File: config.mk
export PLATFORM = sky130hd
export DESIGN_NAME = nx_fifo_rd_stage
export DESIGN_NICKNAME = d
export VERILOG_FILES = /design/src/rtl/nx_fifo_rd_stage.sv
export SDC_FILE = /design/constraint.sdc
export NUM_CORES = 1
export LEC_CHECK = 0
export ABC_AREA = 1
export CELL_PAD_IN_SITES_DETAIL_PLACEMENT = 0
export CELL_PAD_IN_SITES_GLOBAL_PLACEMENT = 2
export CORE_MARGIN = 10
export CORE_UTILIZATION = 29
export CTS_BUF_LIST = sky130_fd_sc_hd__clkbuf_2
export DETAILED_ROUTE_END_ITERATION = 10
export PLACE_DENSITY = 0.93
export SYNTH_ARGS = -nofsm -noshare
export SYNTH_HDL_FRONTEND = slang
export SYNTH_SLANG_ARGS = --single-unit
File: constraint.sdc
create_clock -name clk -period 9.8 [get_ports clk]
set_input_delay 1.96 -clock clk [delete_from_list [all_inputs] [get_ports clk]]
set_output_delay 1.96 -clock clk [all_outputs]
set_load 0.05 [all_outputs]
File: src/rtl/nx_fifo_rd_stage.sv
// Two-entry read stage draining a zero-latency FIFO into a valid/ready port.
// Optional backpressure counter: define NX_FIFO_RD_STALL_CNT_EN.
module nx_fifo_rd_stage #(
  parameter int WIDTH   = 106,
  parameter int STALL_W = 16
) (
  input  logic               clk,
  input  logic               rst,
  input  logic               flush,
  input  logic               fifo_empty,
  input  logic [WIDTH-1:0]   fifo_rdata,
  output logic               fifo_ren,
  output logic               out_valid,
  input  logic               out_ready,
  output logic [WIDTH-1:0]   out_data,
  output logic [STALL_W-1:0] stall_cnt
);

  typedef enum logic [1:0] {
    EMPTY = 2'd0,
    ONE   = 2'd1,
    TWO   = 2'd2
  } state_e;

  state_e state_q, state_d;

  logic [WIDTH-1:0] slot0_q, slot0_d;
  logic [WIDTH-1:0] slot1_q, slot1_d;

  logic push;
  logic pop;

  always_ff @(posedge clk or posedge rst) begin
    if (rst) begin
      state_q <= EMPTY;
      slot0_q <= '0;
      slot1_q <= '0;
    end else begin
      state_q <= state_d;
      slot0_q <= slot0_d;
      slot1_q <= slot1_d;
    end
  end

  // Pop decision never looks at out_ready, only at occupancy.
  always_comb begin
    fifo_ren  = !fifo_empty && (state_q != TWO)
              && !flush && !rst;
    out_valid = (state_q != EMPTY);
    out_data  = slot0_q;
    push      = fifo_ren;
    pop       = out_valid && out_ready;
  end

  always_comb begin
    state_d = state_q;
    if (flush) begin
      state_d = EMPTY;
    end else begin
      case (state_q)
        EMPTY: begin
          if (push) state_d = ONE;
        end
        ONE: begin
          if (push && !pop)      state_d = TWO;
          else if (!push && pop) state_d = EMPTY;
          else                   state_d = ONE;
        end
        TWO: begin
          if (pop) state_d = ONE;
        end
        default: state_d = EMPTY;
      endcase
    end
  end

  // Empty slots are kept at zero so they never leak stale data.
  always_comb begin
    slot0_d = slot0_q;
    slot1_d = slot1_q;
    if (flush) begin
      slot0_d = '0;
      slot1_d = '0;
    end else begin
      case (state_q)
        EMPTY: begin
          if (push) slot0_d = fifo_rdata;
        end
        ONE: begin
          if (push && pop) begin
            slot0_d = fifo_rdata;
          end else if (push) begin
            slot1_d = fifo_rdata;
          end else if (pop) begin
            slot0_d = '0;
          end
        end
        TWO: begin
          if (pop) begin
            slot0_d = slot1_q;
            slot1_d = '0;
          end
        end
        default: begin
          slot0_d = '0;
          slot1_d = '0;
        end
      endcase
    end
  end

`ifdef NX_FIFO_RD_STALL_CNT_EN
  localparam logic [STALL_W-1:0] STALL_ONE =
    {{(STALL_W-1){1'b0}}, 1'b1};

  logic [STALL_W-1:0] stall_q, stall_d;

  always_ff @(posedge clk or posedge rst) begin
    if (rst) stall_q <= '0;
    else     stall_q <= stall_d;
  end

  always_comb begin
    stall_d = stall_q;
    if (flush) begin
      stall_d = '0;
    end else if (out_valid && !out_ready
                 && (stall_q != '1)) begin
      stall_d = stall_q + STALL_ONE;
    end
  end

  assign stall_cnt = stall_q;
`else
  assign stall_cnt = '0;
`endif

endmodule
==> run metrics, run 1 <==
Levels on crit path 5; # DRC 0; Setup Buffers After CTS 0; largest net degree at the start of global routing 96; Synth top cells by count nand2_1, nor2_1, nand3_1, dfrtp_1, nand4_1; cell accounting for the most synthesized area dfrtp_1; wire per inst 18.09 µm; initial antenna violation count 3; TritonCTS Sinks 214; Post-Syn Area 12110 µm²; top_reg_cell synth dfrtp_1; Max clock buf depth 3; Least-Margin Pin Slew 1197 ps; CTS Root Cell clkbuf_2; first-pass GRT wire length 73600 µm; Startpoint Class input pin; leak pwr 7.445 nW; Pre-Repair DR Iteration Count 7; count of cell types in the netlist 19; cts hold-fix bufs 0; area share of the largest cell type after synthesis 0.4421; Ports 235; RSZ-0062 raised after global routing false; Reg2Reg Setup Slack 5020 ps; Worst-path clk slew 80 ps; gr usage total 0.1811; Initial DRC Count 1175; Die Ht 224.4 µm; EDFF count, synth 0; Slowest-stage cell, CP clkdlybuf4s50_1; ANT nets after route 0; CP Max Fanout 3; CTS tree built; Hold Fails Final Rpt 0; final setup fails 0; Arr. time, crit path 4000 ps; cts repair resizes 0; Yosys Warn Count 0; area of the multi-input gates 6003 µm²; Pwr Density 159.3 nW/µm²; GRT overflow 0; Final Util 0.3630; Max-slew headroom 0.2009; max-cap viol count 0; post-DP HPWL 25150 µm; PnR worst setup slack 3840 ps; outcome complete, no violations; number of global-route vias before repair 12.84k; max-slew violation count 0; dpl ws 3770 ps; Layout fillers 4513; slowest stage delay, CP 880 ps; die span in x 224.4 µm; Max Fclk 167.8 MHz; final worst path period share 0.6081; Starting Density 0.2946; sequential area share after synthesis 0.4421; most frequent cell on the critical path clkdlybuf4s50_1; Post-Syn Area per Cell 6.755 µm²; Peak VDD IR 0.06877 mV; Vias/cell 4.955; vias post-DR 12.45k; Rows 74; share of cells above drive strength 1 0.06626; area grow syn2layout 23.21%; Crit path required time 7840 ps; Final nets 2054; CP Capture Type output port; cts bufs inserted 67; final WL 45450 µm; final setup TNS 0 ps; ranking of synthesized cells by area dfrtp_1, nand2_1, nand3_1; Reg2Reg Depth 7; worst skew pair latency 910 ps; core area 41110 µm²; Die Area 50340 µm²; number of cells on the worst hold path 2; critical setup path kind in2out; input/output buffers 218; Post-Syn Instances 1793; worst hold path type reg2reg; #FFs+latches synth 214; most numerous cell in the Yosys netlist nand2_1; htree depth 3; register area 5356 µm²; Final Skew 66.49 ps; Top delay family on crit path buffers and inverters; Routability Congestion 0.7343; Final min period 5960 ps; CP bufs+invs 3; Async SR Flop Fraction 1.000; Cell Chain, Critical Path clkdlybuf4s50_1 -> nor2_1 -> nand3_1 -> inv_1 -> clkdlybuf4s50_1
-- layer usage --
layer | GRT usage | wire length (µm) | vias to the layer above
li1 | - | - | 6043
met1 | 0.2266 | 20170 | 5913
met2 | 0.2947 | 21110 | 418
met3 | 0.04971 | 3327 | 71
met4 | 0.06449 | 820 | 2
met5 | 0 | 13 | -
-- tightest hold or removal path, delay by kind of cell, from the launching register on --
kind / cells / cell delay [ps]
DFF: 1 / 350
and+or+nand+nor: 2 / 90
-- power breakdown --
part	internal [W]	total, W	switching (W)
registers	0.000962	0.00101	0.0000455
clock network	0.000245	0.000667	0.000423
logic	0.000204	0.000703	0.000499
-- path summary, 6_finish.rpt --
kind,startpoint,end
worst min register to register,out_data[32]$_DFFE_PP0P_,out_data[32]$_DFFE_PP0P_
worst max register to register,state_q[0]$_DFFE_PP0P_,slot1_q[12]$_DFFE_PP0P_
worst min-delay path,out_data[32]$_DFFE_PP0P_,out_data[32]$_DFFE_PP0P_
max in group asynchronous,rst,out_data[103]$_DFFE_PP0P_
min in group asynchronous,rst,slot1_q[94]$_DFFE_PP0P_
worst max-delay path,rst,fifo_ren
-- flip-flops by register name, indices dropped and copies added (netlist names) --
register,count
out_data,106
state_q,2
slot1_q,106
-- area by class of cell --
class	instances	area share
Antenna cell	3	0.0005031
Clock buffer	91	0.03052
Clock inverter	14	0.003605
Inverter	11	0.003438
Multi-Input combinational cell	1409	0.4023
Sequential cell	214	0.3589
Tap cell	532	0.04460
Timing Repair Buffer	238	0.1561
-- cell families after synthesis --
family          Yosys count  synth area share
simple gates           1334            0.4603
flops                   214            0.4421
buf+inv                 185           0.07159
compound gates           57           0.02355
fa+ha+maj                 2          0.002066
other cells               1         0.0003096
-- stage by stage --
step,hold WS [ps],cell area [µm²],cells,total power (W)
5_1_grt,499.0,14920,2510,0.002539
4_1_cts,477.1,14920,2509,0.002433
3_3_place_gp,453.2,14410,2404,0.001727
3_5_place_dp,457.2,14410,2404,0.001735
2_1_floorplan,442.2,12170,1808,0.001480
6_report,473.7,14920,2512,0.002377
-- cell usage in the layout, fill, tap and decap left out --
cell,instances
nor2_1,258
conb_1,16
ha_1,1
inv_8,1
nand2_2,2
clkinv_1,13
dfrtp_2,1
nor2_4,2
nand3_4,3
clkdlybuf4s50_1,217
a21oi_1,57
inv_2,4
dfrtp_1,213
nor3_1,1
diode_2,3
inv_4,1
nand2_1,743
buf_4,21
nand3_1,214
clkbuf_2,91
ha_2,1
nand4_1,108
clkinv_2,1
inv_1,5
nand2_4,3
Note: power is estimated with default switching activity, not from simulation.
==> run 2: changes to the inputs <==
--- a/config.mk
+++ b/config.mk
@@ -9,10 +9,10 @@
 export CELL_PAD_IN_SITES_DETAIL_PLACEMENT = 0
 export CELL_PAD_IN_SITES_GLOBAL_PLACEMENT = 2
 export CORE_MARGIN = 10
-export CORE_UTILIZATION = 29
+export CORE_UTILIZATION = 26
 export CTS_BUF_LIST = sky130_fd_sc_hd__clkbuf_2
 export DETAILED_ROUTE_END_ITERATION = 10
-export PLACE_DENSITY = 0.93
+export PLACE_DENSITY = 0.88
 export SYNTH_ARGS = -nofsm -noshare
 export SYNTH_HDL_FRONTEND = slang
 export SYNTH_SLANG_ARGS = --single-unit
==> constraint.sdc (replaced) <==
create_clock -name clk -period 5.3 [get_ports clk]
set_input_delay 1.06 -clock clk [delete_from_list [all_inputs] [get_ports clk]]
set_output_delay 1.06 -clock clk [all_outputs]
set_load 0.05 [all_outputs]
==> run metrics, run 2 (same netlist as run 1, synthesis figures left out) <==
outcome complete, no violations (unchanged); post-DP HPWL 26980 µm (was 25150 µm); Hold Fails Final Rpt 0 (unchanged); Peak VDD IR 0.1711 mV (was 0.06877 mV); Max-slew headroom 0.2997 (was 0.2009); Arr. time, crit path 2950 ps (was 4000 ps); Reg2Reg Depth 8 (was 7); Levels on crit path 3 (was 5); # DRC 0 (unchanged); vias post-DR 12.33k (was 12.45k); Starting Density 0.2618 (was 0.2946); Rows 79 (was 74); final setup TNS 0 ps (unchanged); CP bufs+invs 2 (was 3); number of global-route vias before repair 12.15k (was 12.84k); WHS 471.0 ps (was 473.7 ps); Cell Chain, Critical Path inv_2 -> nand2_1 -> clkdlybuf4s50_1 (was clkdlybuf4s50_1 -> nor2_1 -> nand3_1 -> inv_1 -> clkdlybuf4s50_1); input/output buffers 218 (unchanged); worst skew pair latency 1010 ps (was 910 ps); share of cells above drive strength 1 0.07426 (was 0.06626); post-route insts no fill 2603 (was 2512); most common cell after layout, fill and taps aside nand2_1 (unchanged); largest net degree at the start of global routing 141 (was 96); Routability Congestion 0.7351 (was 0.7343); Max clock buf depth 3 (unchanged); Top delay family on crit path buffers and inverters (unchanged); cts hold-fix bufs 0 (unchanged); core area 46260 µm² (was 41110 µm²); final worst path period share 0.7571; ANT nets after route 0 (unchanged); gr usage total 0.1583 (was 0.1811); CTS Root Cell clkbuf_2 (unchanged); Vias/cell 4.736 (was 4.955); cts bufs inserted 67 (unchanged); PnR worst setup slack 1287 ps (was 3840 ps); first-pass GRT wire length 71640 µm (was 73600 µm); number of cells on the worst hold path 2 (unchanged); CTS tree built (unchanged); htree depth 3 (unchanged); TritonCTS Sinks 214 (unchanged); Final min period 4013 ps; Final Skew 61.13 ps (was 66.49 ps); Initial DRC Count 865 (was 1175); GRT overflow 0 (unchanged); slowest stage delay, CP 770 ps (was 880 ps); final setup fails 0 (unchanged); worst hold path type reg2reg (unchanged); Least-Margin Pin Slew 1050 ps (was 1197 ps); Die Ht 235.8 µm (was 224.4 µm); die span in x 235.8 µm (was 224.4 µm); max-slew violation count 0 (unchanged); max-cap viol count 0 (unchanged); CP Capture Type output port (unchanged); Max Fclk 249.2 MHz; Die Area 55620 µm² (was 50340 µm²); Pwr Density 298.9 nW/µm² (was 159.3 nW/µm²); wire per inst 17.26 µm (was 18.09 µm); Ports 235 (unchanged); Slowest-stage cell, CP clkdlybuf4s50_1 (unchanged); leak pwr 7.537 nW (was 7.445 nW); placed cells 2485 (was 2404); Pre-Repair DR Iteration Count 5 (was 7); total power 0.004533 W (was 0.002377 W); dpl ws 1199 ps (was 3770 ps); Startpoint Class flop (was input pin); Crit path required time 4240 ps (was 7840 ps); RSZ-0062 raised after global routing false (unchanged); initial antenna violation count 6 (was 3); cts repair resizes 0 (unchanged); Setup Buffers After CTS 0 (unchanged); CP Max Fanout 37 (was 3); Worst-path clk slew 80 ps (about the same); most frequent cells in the layout nand2_1, nor2_1, clkdlybuf4s50_1, nand3_1, dfrtp_1 (unchanged); final WL 44930 µm (was 45450 µm); area grow syn2layout 25.24% (was 23.21%); Final nets 2060 (was 2054); critical setup path kind reg2out (was in2out)
## run 2: stage by stage
| step | utilization | area, µm² |
|---|---|---|
| detailed placement | 0.3146 | 14560 |
| finish | 0.3279 | 15170 |
| floorplan | - | 12170 |
| global route | 0.3278 | 15160 |
| global placement | 0.3146 | 14560 |
| CTS | 0.3277 | 15160 |
## run 2: worst min-delay path, cell delays in order (launching register included)
cell and delay (ps):
dfrtp_1 350, nand2_1 50, nand2_1 40
## run 2: report_power, final
group	switching (W)	internal, W	leakage (nW)
combinational	0.000912	0.000381	4.19
clock	0.000790	0.000582	0.464
sequential	0.0000886	0.00178	2.88
## run 2: routing by layer
layer  vias up  part of all wire  track usage  routed length [µm]
met5         -            0.0012            0                  52
met4         8             0.017      0.05284                 747
met3        53             0.069      0.04963                3086
met2       333              0.46       0.2469               20730
met1      5853              0.45       0.2034               20310
li1       6081                 -            -                   -
## run 2: final timing paths
| path | from | end | slack (ps) |
|---|---|---|---|
| setup reg to reg | state_q[1]$_DFFE_PP0P_ | slot1_q[2]$_DFFE_PP0P_ | 1650 |
| max in group asynchronous | rst | slot1_q[102]$_DFFE_PP0P_ | 3070 |
| hold reg to reg | out_data[37]$_DFFE_PP0P_ | out_data[37]$_DFFE_PP0P_ | 470 |
| min in group asynchronous | rst | out_data[44]$_DFFE_PP0P_ | 640 |
| setup / recovery | state_q[1]$_DFFE_PP0P_ | out_valid | 1290 |
| hold / removal | out_data[37]$_DFFE_PP0P_ | out_data[37]$_DFFE_PP0P_ | 470 |
## run 2: cell type report
type,count,area [µm²]
Fill cell,5085,31090
Sequential cell,214,5356
Antenna cell,3,7.507
Timing Repair Buffer,244,2389
Multi-Input combinational cell,1409,6003
Clock buffer,97,485.5
Clock inverter,18,120.1
Inverter,11,47.55
Tap cell,607,759.5
